$ cat src/rtl/lsu_pkg.sv
// Shared types for the load/store unit: operation codes, FSM states,
// byte-enable constants and lane helpers.
package lsu_pkg;

    typedef enum logic [2:0] {
        OP_LW   = 3'd0,
        OP_LH   = 3'd1,
        OP_LB   = 3'd2,
        OP_LBU  = 3'd3,
        OP_SW   = 3'd4,
        OP_SH   = 3'd5,
        OP_SB   = 3'd6,
        OP_RSVD = 3'd7
    } mem_op_e;

    typedef enum logic [1:0] {
        ST_IDLE = 2'd0,
        ST_REQ  = 2'd1,
        ST_WAIT = 2'd2,
        ST_RESP = 2'd3
    } lsu_state_e;

    localparam logic [3:0] BE_NONE    = 4'b0000;
    localparam logic [3:0] BE_WORD    = 4'b1111;
    localparam logic [3:0] BE_HALF_LO = 4'b0011;
    localparam logic [3:0] BE_HALF_HI = 4'b1100;
    localparam logic [3:0] BE_BYTE    = 4'b0001;

    function automatic logic is_store(mem_op_e op);
        return (op == OP_SW) || (op == OP_SH) || (op == OP_SB);
    endfunction

    // Low address bits below the access size are ignored, giving natural alignment.
    function automatic logic [3:0] byte_enable(mem_op_e op, logic [1:0] lane);
        case (op)
            OP_LW, OP_SW:         return BE_WORD;
            OP_LH, OP_SH:         return lane[1] ? BE_HALF_HI : BE_HALF_LO;
            OP_LB, OP_LBU, OP_SB: return BE_BYTE << lane;
            default:              return BE_NONE;
        endcase
    endfunction

    function automatic logic [31:0] store_data(mem_op_e op, logic [31:0] data);
        case (op)
            OP_SB:   return {4{data[7:0]}};
            OP_SH:   return {2{data[15:0]}};
            default: return data;
        endcase
    endfunction

    function automatic logic misaligned(mem_op_e op, logic [1:0] lane);
        case (op)
            OP_LW, OP_SW: return lane != 2'b00;
            OP_LH, OP_SH: return lane[0];
            default:      return 1'b0;
        endcase
    endfunction

endpackage

$ cat src/rtl/load_extend.sv
// Selects the addressed byte/half lane of a loaded word and sign- or
// zero-extends it to 32 bits; non-load ops yield zero.
module load_extend
    import lsu_pkg::*;
(
    input  logic [2:0]  op_i,
    input  logic [1:0]  lane_i,
    input  logic [31:0] word_i,
    output logic [31:0] data_o
);

    logic [7:0]  byteSel;
    logic [15:0] halfSel;

    always_comb begin
        byteSel = word_i[7:0];
        case (lane_i)
            2'd0:    byteSel = word_i[7:0];
            2'd1:    byteSel = word_i[15:8];
            2'd2:    byteSel = word_i[23:16];
            default: byteSel = word_i[31:24];
        endcase
        halfSel = lane_i[1] ? word_i[31:16] : word_i[15:0];

        data_o = '0;
        case (mem_op_e'(op_i))
            OP_LW:   data_o = word_i;
            OP_LH:   data_o = {{16{halfSel[15]}}, halfSel};
            OP_LB:   data_o = {{24{byteSel[7]}}, byteSel};
            OP_LBU:  data_o = {24'd0, byteSel};
            default: data_o = '0;
        endcase
    end

endmodule

$ cat src/rtl/load_store_unit.sv
// Single-outstanding load/store unit between the EX stage and data memory.
// Define LSU_MISALIGN_TRAP_EN to suppress misaligned word/half accesses instead of truncating.
module load_store_unit
    import lsu_pkg::*;
#(
    parameter int DATA_WIDTH = 32
) (
    input  logic                  clk,
    input  logic                  reset,
    input  logic                  req_valid,
    output logic                  req_ready,
    input  logic [2:0]            mem_op,
    input  logic [DATA_WIDTH-1:0] addr,
    input  logic [DATA_WIDTH-1:0] wdata,
    input  logic [4:0]            rd_in,
    output logic                  rsp_valid,
    output logic [DATA_WIDTH-1:0] rsp_rdata,
    output logic [4:0]            rsp_rd,
    output logic                  rsp_misaligned,
    output logic                  dmem_req,
    output logic                  dmem_we,
    output logic [3:0]            dmem_be,
    output logic [DATA_WIDTH-1:0] dmem_addr,
    output logic [DATA_WIDTH-1:0] dmem_wdata,
    input  logic                  dmem_gnt,
    input  logic                  dmem_rvalid,
    input  logic [DATA_WIDTH-1:0] dmem_rdata
);

    lsu_state_e            state_q, state_d;
    mem_op_e               op_q, op_d;
    logic [DATA_WIDTH-1:0] addr_q, addr_d;
    logic [DATA_WIDTH-1:0] wdata_q, wdata_d;
    logic [4:0]            rd_q, rd_d;
    logic [DATA_WIDTH-1:0] rword_q, rword_d;
    logic                  mis_q, mis_d;
    logic                  reqMisaligned;
    logic                  inReq, inResp;
    logic [DATA_WIDTH-1:0] loadData;

`ifdef LSU_MISALIGN_TRAP_EN
    assign reqMisaligned = misaligned(mem_op_e'(mem_op), addr[1:0]);
`else
    assign reqMisaligned = 1'b0;
`endif

    // Misaligned and reserved requests skip memory and respond the next cycle.
    always_comb begin
        state_d = state_q;
        op_d    = op_q;
        addr_d  = addr_q;
        wdata_d = wdata_q;
        rd_d    = rd_q;
        rword_d = rword_q;
        mis_d   = mis_q;
        case (state_q)
            ST_IDLE: begin
                if (req_valid) begin
                    op_d    = mem_op_e'(mem_op);
                    addr_d  = addr;
                    wdata_d = wdata;
                    rd_d    = rd_in;
                    rword_d = '0;
                    mis_d   = reqMisaligned;
                    if (reqMisaligned || mem_op_e'(mem_op) == OP_RSVD) state_d = ST_RESP;
                    else                                               state_d = ST_REQ;
                end
            end
            ST_REQ: begin
                if (dmem_gnt) state_d = is_store(op_q) ? ST_RESP : ST_WAIT;
            end
            ST_WAIT: begin
                if (dmem_rvalid) begin
                    rword_d = dmem_rdata;
                    state_d = ST_RESP;
                end
            end
            default: state_d = ST_IDLE;
        endcase
    end

    always_ff @(posedge clk or negedge reset) begin
        if (!reset) begin
            state_q <= ST_IDLE;
            op_q    <= OP_LW;
            addr_q  <= '0;
            wdata_q <= '0;
            rd_q    <= '0;
            rword_q <= '0;
            mis_q   <= 1'b0;
        end else begin
            state_q <= state_d;
            op_q    <= op_d;
            addr_q  <= addr_d;
            wdata_q <= wdata_d;
            rd_q    <= rd_d;
            rword_q <= rword_d;
            mis_q   <= mis_d;
        end
    end

    load_extend u_load_extend (
        .op_i   (op_q),
        .lane_i (addr_q[1:0]),
        .word_i (rword_q),
        .data_o (loadData)
    );

    // Outputs are decoded from registered state only, so reset clears them immediately.
    assign inReq          = (state_q == ST_REQ);
    assign inResp         = (state_q == ST_RESP);
    assign req_ready      = (state_q == ST_IDLE);
    assign dmem_req       = inReq;
    assign dmem_we        = inReq && is_store(op_q);
    assign dmem_be        = inReq ? byte_enable(op_q, addr_q[1:0]) : BE_NONE;
    assign dmem_addr      = inReq ? {addr_q[DATA_WIDTH-1:2], 2'b00} : '0;
    assign dmem_wdata     = (inReq && is_store(op_q)) ? store_data(op_q, wdata_q) : '0;
    assign rsp_valid      = inResp;
    assign rsp_rdata      = inResp ? loadData : '0;
    assign rsp_rd         = inResp ? rd_q : '0;
    assign rsp_misaligned = inResp && mis_q;

endmodule

$ cat config.mk
export PLATFORM = sky130hd
export DESIGN_NAME = load_store_unit
export DESIGN_NICKNAME = d
export VERILOG_FILES = /design/src/rtl/lsu_pkg.sv /design/src/rtl/load_extend.sv /design/src/rtl/load_store_unit.sv
export SDC_FILE = /design/constraint.sdc
export NUM_CORES = 1
export LEC_CHECK = 0
export ABC_AREA = 0
export BUFFER_PORTS_ARGS = -buffer_cell sky130_fd_sc_hd__buf_2
export CORE_MARGIN = 10
export CORE_UTILIZATION = 50
export CTS_CLUSTER_DIAMETER = 150
export DETAILED_ROUTE_END_ITERATION = 12
export PLACE_DENSITY = 0.81
export SYNTH_ARGS = -nofsm -noshare
export SYNTH_HDL_FRONTEND = slang
export SYNTH_SLANG_ARGS = --single-unit
$ cat constraint.sdc
create_clock -name clk -period 2.2 [get_ports clk]
set_input_delay 0.22 -clock clk [delete_from_list [all_inputs] [get_ports clk]]
set_output_delay 0.22 -clock clk [all_outputs]
set_load 0.01 [all_outputs]
==> flow_metrics.tcl, run 1 <==
set metrics [dict create \
    synth_area_leaders "dfrtp_1, mux2_2, a22o_1" \
    htreeDepth 3 \
    finalHoldWorstSlack_ns 0.0936 \
    clk_pin_slew_ns 0.07 \
    setup_viol 0 \
    drt_iter0_markers 507 \
    final_common_cell "buf_2" \
    period_needed_ns 2.12 \
    cts.sinks 106 \
    p_sw_mw 4.00 \
    vias 5066 \
    mostFrequentLayoutCells "buf_2, dfrtp_1, mux2_2, and2_1, a22o_1" \
    final.setup_skew_ns 0.00584 \
    vdd_ir_drop_max_mv 0.708 \
    min_from "dmem_rdata[16]" \
    cts_root_buf "clkbuf_16" \
    synth_simple_gate_area_share_pct 12.8 \
    synthAdderAreaFrac_pct 0.845 \
    synthMuxAreaShare_pct 19.4 \
    drc_errors 0 \
    grt.overflow.total 0 \
    hold_depth 2 \
    die_h_um 129 \
    p_seq_share_pct 35.4 \
    synth_top_cell_by_area "dfrtp_1" \
    r2r-start "state_q[0]" \
    startpoint_type "flop" \
    fin_nets 847 \
    clk_latency_ns 0.34 \
    rows 39 \
    critPathKind "flop to primary output" \
    hold_path_end "rword_q[16]" \
    numPortBuffers 215 \
    min_period_over_period_pct 96.3 \
    power_mw 10.1 \
    endpoint_kind "primary output" \
    start_util_pct 51.4 \
    antenna_found_initial 3 \
    globalplace.congestion 0.966 \
    crit_slowest_cell "dfrtp_1" \
    tritoncts "done" \
    critPathArrivalTime_ns 1.90 \
    swShare_pct 39.4 \
    io_pins 219 \
    yosys_warnings 0 \
    dp.cells 858 \
    crit_path_max_incr_delay_ns 0.52 \
    grt_pass1_vias 5217 \
    core_um2 11500 \
    internal_power_mw 6.15 \
    syn_area_per_cell_um2 11.2 \
    ys_types 43 \
    rrSetupSlack_ns 0.16 \
    drive_above_1_share_pct 49.9 \
    crit_chain "nor2_1 > a31oi_4 > buf_12 > a311oi_1 > buf_2" \
    synth_top_family_by_area "multiplexers" \
    ys_seq_area_share_pct 44.8 \
    fin_area_um2 7570 \
    cts_max_path_buffers 2 \
    async_reset_ff_share_pct 100 \
    final_core_util_pct 65.7 \
    drv_slew 0 \
    ys.flop_type "dfrtp_1" \
    postRouteAntennaNets 0 \
    worstPathMaxFanout 17 \
    synth_edf_count 0 \
    pwr-share-comb_pct 49.2 \
    dpl_cell_area_um2 7100 \
    syn_inst 528 \
    netlist_area_um2 5920 \
    hold_class "primary input to flop" \
    drv_cap 0 \
    crit_buf_inv 2 \
    grt_first_pass_wirelength_um 28000 \
    dr.pass1.iters 5 \
    synth_top_area_share_pct 44.8 \
    grt_use_total_pct 21.1 \
    wirelength_um 18000 \
    grt_max_degree 53 \
    max_clock_freq_mhz 472 \
    cts_made_buffers 9 \
    cp_data_required_time_ns 1.98 \
    area.growth.synth_to_final_pct 27.8 \
    reg2reg_to "rword_q[9]" \
    final-hold-violation-count 0 \
    power.density_nw_per_um2 1340 \
    ys_ff_latch 106 \
    p_leak_nw 3.69 \
    fin_cells 884 \
    avgRoutedWirePerCell_um 20.4 \
    critical-path-top-delay-family "flip-flops" \
    via_per_inst 5.73 \
    clock_power_share_pct 15.4 \
    dp_hpwl_um 13400 \
    synth_xor_area_share_pct 0 \
    dieArea_um2 16600 \
    status "finished clean" \
    rr_worst_depth 6 \
    die_x_um 129 \
    synth-compound-area-share_pct 16.8 \
]
-- flip-flops by register name, indices dropped and copies added (netlist names) --
name / cells
wdata_q: 32
state_q: 2
rword_q: 32
rd_q: 5
addr_q: 32
op_q: 3
-- cells by family after synthesis --
kind of cell	Yosys count
buffers and inverters	61
AO/OA/AOI/OAI	130
other	1
multiplexers	96
AND/OR/NAND/NOR	130
flip-flops	106
adder cells (fa/ha/maj)	4
-- worst max path at each step --
stage / from / end / slack, ns / depth (start not counted)
finish: op_q[2] / rsp_rdata[24] / 0.08 / 5
global placement: state_q[0] / rword_q[9] / 0.34 / 6
CTS: addr_q[1] / rsp_rdata[24] / 0.001 / 4
global route: op_q[2] / rsp_rdata[30] / -0.02 / 5
floorplan: state_q[1] / dmem_wdata[0] / 0.30 / 6
detailed placement: op_q[1] / rsp_rdata[24] / 0.26 / 4
-- per-stage QoR --
| step | setup slack, ns | setup TNS [ns] |
|---|---|---|
| after floorplan | 0.298 | 0 |
| after global placement | 0.340 | 0 |
| after detailed placement | 0.258 | 0 |
| after CTS | 0.00111 | 0 |
| after global routing | -0.0201 | -0.0314 |
| final | 0.0821 | 0 |
-- metal layers --
metal	share of wire (%)	up-vias	GRT usage, %
met1	39	2491	25.0
met3	10	17	7.64
li1	-	2324	-
met2	49	232	35.2
met4	1.3	2	6.22
met5	0.056	-	0
-- power by group through the flow --
stage / Combinational (mW) / Clock, mW / Sequential (mW)
6_report: 4.99 / 1.56 / 3.59
5_1_grt: 5.44 / 1.68 / 3.71
4_1_cts: 4.77 / 1.60 / 3.58
3_5_place_dp: 4.69 / 0 / 3.60
3_3_place_gp: 4.55 / 0 / 3.52
2_1_floorplan: 3.74 / 0 / 3.17
-- area by class of cell --
class | count | area (um^2)
repair buffers | 245 | 1380
clock inverters | 5 | 37.5
fillers | 905 | 3950
flip-flops and latches | 106 | 2660
diodes | 2 | 5.00
inverters | 9 | 33.8
well taps | 143 | 179
clock buffers | 11 | 253
multi-input cells | 363 | 3030
-- Yosys cell counts (2+ instances only) --
library cell / number
a211oi_1: 17
a21boi_0: 9
a21oi_1: 21
a22o_1: 32
a22oi_1: 8
a311oi_1: 18
and2_1: 44
and3_1: 8
buf_1: 2
buf_2: 18
buf_4: 6
buf_6: 6
clkbuf_1: 19
dfrtp_1: 106
ha_1: 4
inv_1: 8
mux2_2: 81
mux2_4: 2
mux2i_1: 7
mux4_2: 6
nand2_1: 15
nand2b_1: 28
nor2_1: 14
nor2b_1: 14
o21ai_0: 10
o22ai_1: 6
o31ai_1: 2
or3_1: 2
-- worst register-to-register path, stage by stage, from the launching register on --
cell	delay (ns)
dfrtp_1	0.49
inv_1	0.10
ha_1	0.29
nor2b_4	0.17
or3_1	0.34
buf_4	0.25
a22o_1	0.29
-- timing repair --
action	in CTS	in global routing
hold endpoints to repair	21	0
gates resized for setup	7	14
endpoints found under the setup margin	23	45
hold buffers	1	0
pin swaps	2	2
gates cloned	0	1
setup buffers	1	5
Note: power is estimated with default switching activity, not from simulation.
==> inputs of run 2 (changes only) <==
CORE_UTILIZATION = 54   (was 50)
PLACE_DENSITY = 0.86   (was 0.81)
clock period = 2.7 ns   (was 2.2 ns; I/O delays follow)
==> run 2 against run 1 <==
  * The run now ends with hold timing left
  * First-iteration DRC count is 5.9% lower
  * Non-clock buffer count is 15 lower
  * Global-route usage is 1.2 points higher
  * Sequential cell count stayed put
  * Sequential power is 18% lower
  * Register-to-register slack better by 0.58 ns
  * Clock-buffer cell count is 2 lower
  * Critical endpoint is now rsp_rdata[6]
  * Largest power group unchanged
  * Highest routed layer unchanged
==> flow_metrics.tcl, run 2 (synthesis gave the netlist of run 1 again) <==
set metrics [dict create \
    status "finished with violations" \
    violations "hold timing" \
    max_clock_freq_mhz 390 \
    setup_viol 0 \
    setup_slack_ns 0.137 \
    startpoint_type "flop" \
    hold_class "primary input to async pin" \
    critPathKind "flop to primary output" \
    grt_first_pass_wirelength_um 28500 \
    period_needed_ns 2.56 \
    dr.pass1.iters 7 \
    grt_max_degree 69 \
    dp.cells 848 \
    crit_buf_inv 1 \
    crit_path_max_incr_delay_ns 0.41 \
    area.growth.synth_to_final_pct 22.4 \
    clk_latency_ns 0.40 \
    tritoncts "done" \
    min_period_over_period_pct 94.9 \
    crit_slowest_cell "dfrtp_1" \
    p_leak_nw 3.56 \
    max_slew_margin_pct 39.2 \
    cp.depth 5 \
    globalplace.congestion 0.937 \
    drc_errors 0 \
    final-hold-violation-count 2 \
    die_h_um 125 \
    crit_chain "ha_1 > nand3b_1 > o21bai_1 > o32ai_1 > buf_2" \
    final_core_util_pct 67.2 \
    vdd_ir_drop_max_mv 0.719 \
    regArea_um2 2650 \
    drive_above_1_share_pct 47.5 \
    grt_use_total_pct 22.3 \
    vias 5027 \
    cp_data_required_time_ns 2.43 \
    setup_tns_ns 0 \
    via_per_inst 5.80 \
    fin_nets 832 \
    endpoint_kind "primary output" \
    fin_cells 866 \
    dp_hpwl_um 13500 \
    post_cts_buffers 0 \
    multi_input_area_um2 2970 \
    wirelength_um 18100 \
    mostFrequentLayoutCells "buf_2, dfrtp_1, mux2_2, and2_1, a22o_1" \
    numPortBuffers 215 \
    drv_cap 0 \
    power.density_nw_per_um2 1070 \
    cts.sinks 106 \
    grt.overflow.total 0 \
    critical-path-top-delay-family "compound AO/OA/AOI/OAI gates" \
    htreeDepth 3 \
    reg_top3 "addr_q x32, rword_q x32, wdata_q x32" \
    fillCellCount 810 \
    tightestPinTransition_ns 0.912 \
    place_ws_ns 0.495 \
    worstPathMaxFanout 11 \
    rows 38 \
    final.setup_skew_ns 0.0128 \
    critPathArrivalTime_ns 2.29 \
    die_x_um 125 \
    power_mw 7.77 \
    clk_pin_slew_ns 0.10 \
    drt_iter0_markers 477 \
    rsz0062_at_grt "false" \
    grt_pass1_vias 5154 \
    finalHoldWorstSlack_ns -0.00282 \
    final_common_cell "buf_2" \
    cts_max_path_buffers 2 \
    cts_root_buf "clkbuf_8" \
    antenna_found_initial 3 \
    cts_resized 0 \
    hold_buffers 0 \
    fin_area_um2 7250 \
    cts_made_buffers 9 \
    dpl_cell_area_um2 7030 \
    start_util_pct 54.9 \
    io_pins 219 \
    avgRoutedWirePerCell_um 20.9 \
    rr_worst_depth 6 \
    dieArea_um2 15600 \
    core_um2 10800 \
    postRouteAntennaNets 0 \
    drv_slew 0 \
]
-- run 2: area by class of cell --
class | count | area share [%]
multi-input cells | 363 | 40.9
diodes | 2 | 0.0690
clock buffers | 9 | 1.71
inverters | 9 | 0.466
clock inverters | 7 | 1.19
repair buffers | 230 | 16.6
flip-flops and latches | 106 | 36.6
well taps | 140 | 2.42
-- run 2: report_power, final --
group	total, mW	leakage, nW	switching (mW)	internal [mW]
Clock	1.05	0.104	0.603	0.448
Sequential	2.93	1.30	0.658	2.28
Combinational	3.78	2.16	1.95	1.83
Total	7.77	3.56	3.21	4.56
-- run 2: per-layer routing --
layer | part of all wire (%) | up-vias | global-route usage (%)
met3 | 10 | 31 | 7.70
met1 | 39 | 2425 | 26.6
met5 | 0.077 | - | 0
li1 | - | 2295 | -
met4 | 2.4 | 2 | 7.47
met2 | 48 | 274 | 36.5
-- run 2: worst paths after layout --
check / startpoint / endpoint / slack, ns
setup / recovery: state_q[0] / rsp_rdata[6] / 0.14
hold / removal: reset / rword_q[11] / -0.003
setup reg to reg: state_q[0] / rword_q[10] / 0.74
hold reg to reg: rd_q[4] / rd_q[4] / 0.51
max in group asynchronous: reset / addr_q[9] / 1.96
min in group clk: dmem_rdata[7] / rword_q[7] / 0.09
==> inputs of run 3 (changes only) <==
CORE_UTILIZATION = 50   (was 54)
PLACE_DENSITY = 0.81   (was 0.86)
clock period = 2.45 ns   (was 2.7 ns; I/O delays follow)
==> run 3 against run 2 <==
  * The flow now finishes without violations
  * Die area is 6.7% higher
  * Non-clock buffer count is 4 higher
  * Critical path type unchanged
  * Via count rose by 0.50%
  * Critical path depth increased by 1
  * First-iteration DRC count increased by 41%
  * Register-to-register slack worse by 0.25 ns
  * Routed wire length up 0.88%
  * Clock skew down 0.0041 ns
  * Power rose by 16%
  * Clock-buffer cell count up 1
  * Critical endpoint is now rsp_rdata[30]
  * Worst setup slack lost 0.023 ns
  * Clock power is 40% higher
==> flow_metrics.tcl, run 3 (synthesis gave the netlist of run 1 again) <==
set metrics [dict create \
    setup_viol 0 \
    postRouteAntennaNets 0 \
    mostFrequentLayoutCells "buf_2, dfrtp_1, mux2_2, and2_1, a22o_1" \
    dieArea_um2 16600 \
    clk_latency_ns 0.36 \
    grt_max_degree 73 \
    crit_slowest_cell "dfrtp_4" \
    drt_iter0_markers 671 \
    cts_max_path_buffers 2 \
    grt.overflow.total 0 \
    cp_data_required_time_ns 2.20 \
    io_pins 219 \
    swShare_pct 40.4 \
    final.setup_skew_ns 0.00872 \
    startpoint_type "flop" \
    critPathKind "flop to primary output" \
    pwr-share-comb_pct 47.2 \
    fillCellCount 906 \
    vdd_ir_drop_max_mv 0.748 \
    min_period_over_period_pct 95.3 \
    antenna_found_initial 3 \
    cts_root_buf "clkbuf_16" \
    tightestPinTransition_ns 0.604 \
    via_per_inst 5.79 \
    fin_area_um2 7430 \
    tritoncts "done" \
    period_needed_ns 2.34 \
    worstPathMaxFanout 18 \
    reg_top3 "addr_q x32, rword_q x32, wdata_q x32" \
    vias 5052 \
    power.density_nw_per_um2 1210 \
    critPathArrivalTime_ns 2.09 \
    internal_power_mw 5.36 \
    min_from "dmem_rdata[23]" \
    p_leak_nw 3.63 \
    setup_slack_ns 0.114 \
    crit_buf_inv 3 \
    drv_cap 0 \
    rows 39 \
    cts_made_buffers 9 \
    grt_pass1_vias 5271 \
    p_sw_mw 3.63 \
    core_um2 11500 \
    cts.sinks 106 \
    die_x_um 129 \
    crit_chain "buf_4 > and2_1 > a22oi_4 > buf_12 > a311oi_1 > buf_2" \
    drc_errors 0 \
    grt_use_total_pct 21.6 \
    max_clock_freq_mhz 428 \
    p_seq_share_pct 36.4 \
    dpl_cell_area_um2 7050 \
    final_common_cell "buf_2" \
    place_ws_ns 0.285 \
    crit_path_max_incr_delay_ns 0.52 \
    grt_first_pass_wirelength_um 28400 \
    dr.pass1.iters 5 \
    status "finished clean" \
    area.growth.synth_to_final_pct 25.4 \
    drive_above_1_share_pct 48.5 \
    setup_tns_ns 0 \
    final-hold-violation-count 0 \
    rsz0062_at_grt "false" \
    numPortBuffers 215 \
    r2r-start "state_q[0]" \
    dp_hpwl_um 13700 \
    start_util_pct 51.4 \
    endpoint_kind "primary output" \
    critical-path-top-delay-family "buffers and inverters" \
    avgRoutedWirePerCell_um 20.9 \
    clock_power_share_pct 16.4 \
    wirelength_um 18300 \
    fin_nets 836 \
    max_slew_margin_pct 59.6 \
    die_h_um 129 \
    hold_class "primary input to flop" \
    htreeDepth 3 \
    crit_start "op_q[1]" \
    drv_slew 0 \
    globalplace.congestion 0.915 \
    clk_pin_slew_ns 0.08 \
]
[run 3: layer usage]
| metal | vias up | part of all wire [%] | wire length, um | global-route usage, % |
|---|---|---|---|---|
| li1 | 2302 | - | - | - |
| met1 | 2458 | 36 | 6590 | 23.3 |
| met2 | 266 | 51 | 9230 | 36.9 |
| met3 | 24 | 12 | 2160 | 10.5 |
| met4 | 2 | 1.4 | 263 | 6.49 |
| met5 | - | 0.060 | 11 | 0 |
[run 3: timing repair]
action                                  4_1_cts  5_1_grt
pin swaps                                     0        1
hold buffers                                  1        0
gates resized for setup                       6        3
buffers inserted                              0        2
hold endpoints to repair                     34        0
endpoints found under the setup margin       24       29
[run 3: area by class of cell]
class	count	area, um^2	area share (%)
clock buffer	10	239	3.22
clock inverter	6	65.1	0.876
inverter	9	33.8	0.455
multi-input combinational	363	2980	40.2
antenna	2	5.00	0.0674
tap	143	179	2.41
timing repair buffer	234	1260	17.0
sequential	106	2660	35.8
[run 3: per-stage QoR]
step	cells	hold slack [ns]	util [%]	total power, mW
floorplan	530	-0.0506	-	6.20
global placement	852	0.225	61.2	7.22
detailed placement	852	0.232	61.2	7.42
CTS	869	0.0868	64.1	8.96
global route	872	0.0913	64.5	9.60
finish	873	0.103	64.5	8.99
[run 3: path summary, 6_finish.rpt]
| kind | endpoint | slack (ns) | cells after the start |
|---|---|---|---|
| worst min register to register | addr_q[8] | 0.50 | 1 |
| worst max register to register | rword_q[19] | 0.49 | 6 |
| min in group asynchronous | rd_q[0] | 0.43 | 2 |
| worst min-delay path | rword_q[23] | 0.10 | 2 |
| worst max-delay path | rsp_rdata[30] | 0.11 | 6 |
| max in group asynchronous | op_q[1] | 1.28 | 3 |
[run 3: power by group through the flow]
stage	combinational (mW)	sequential, mW	clock, mW
final	4.24	3.27	1.47
after global routing	4.62	3.38	1.60
after CTS	4.19	3.26	1.51
after detailed placement	4.15	3.28	0
after global placement	4.01	3.20	0
after floorplan	3.36	2.84	0
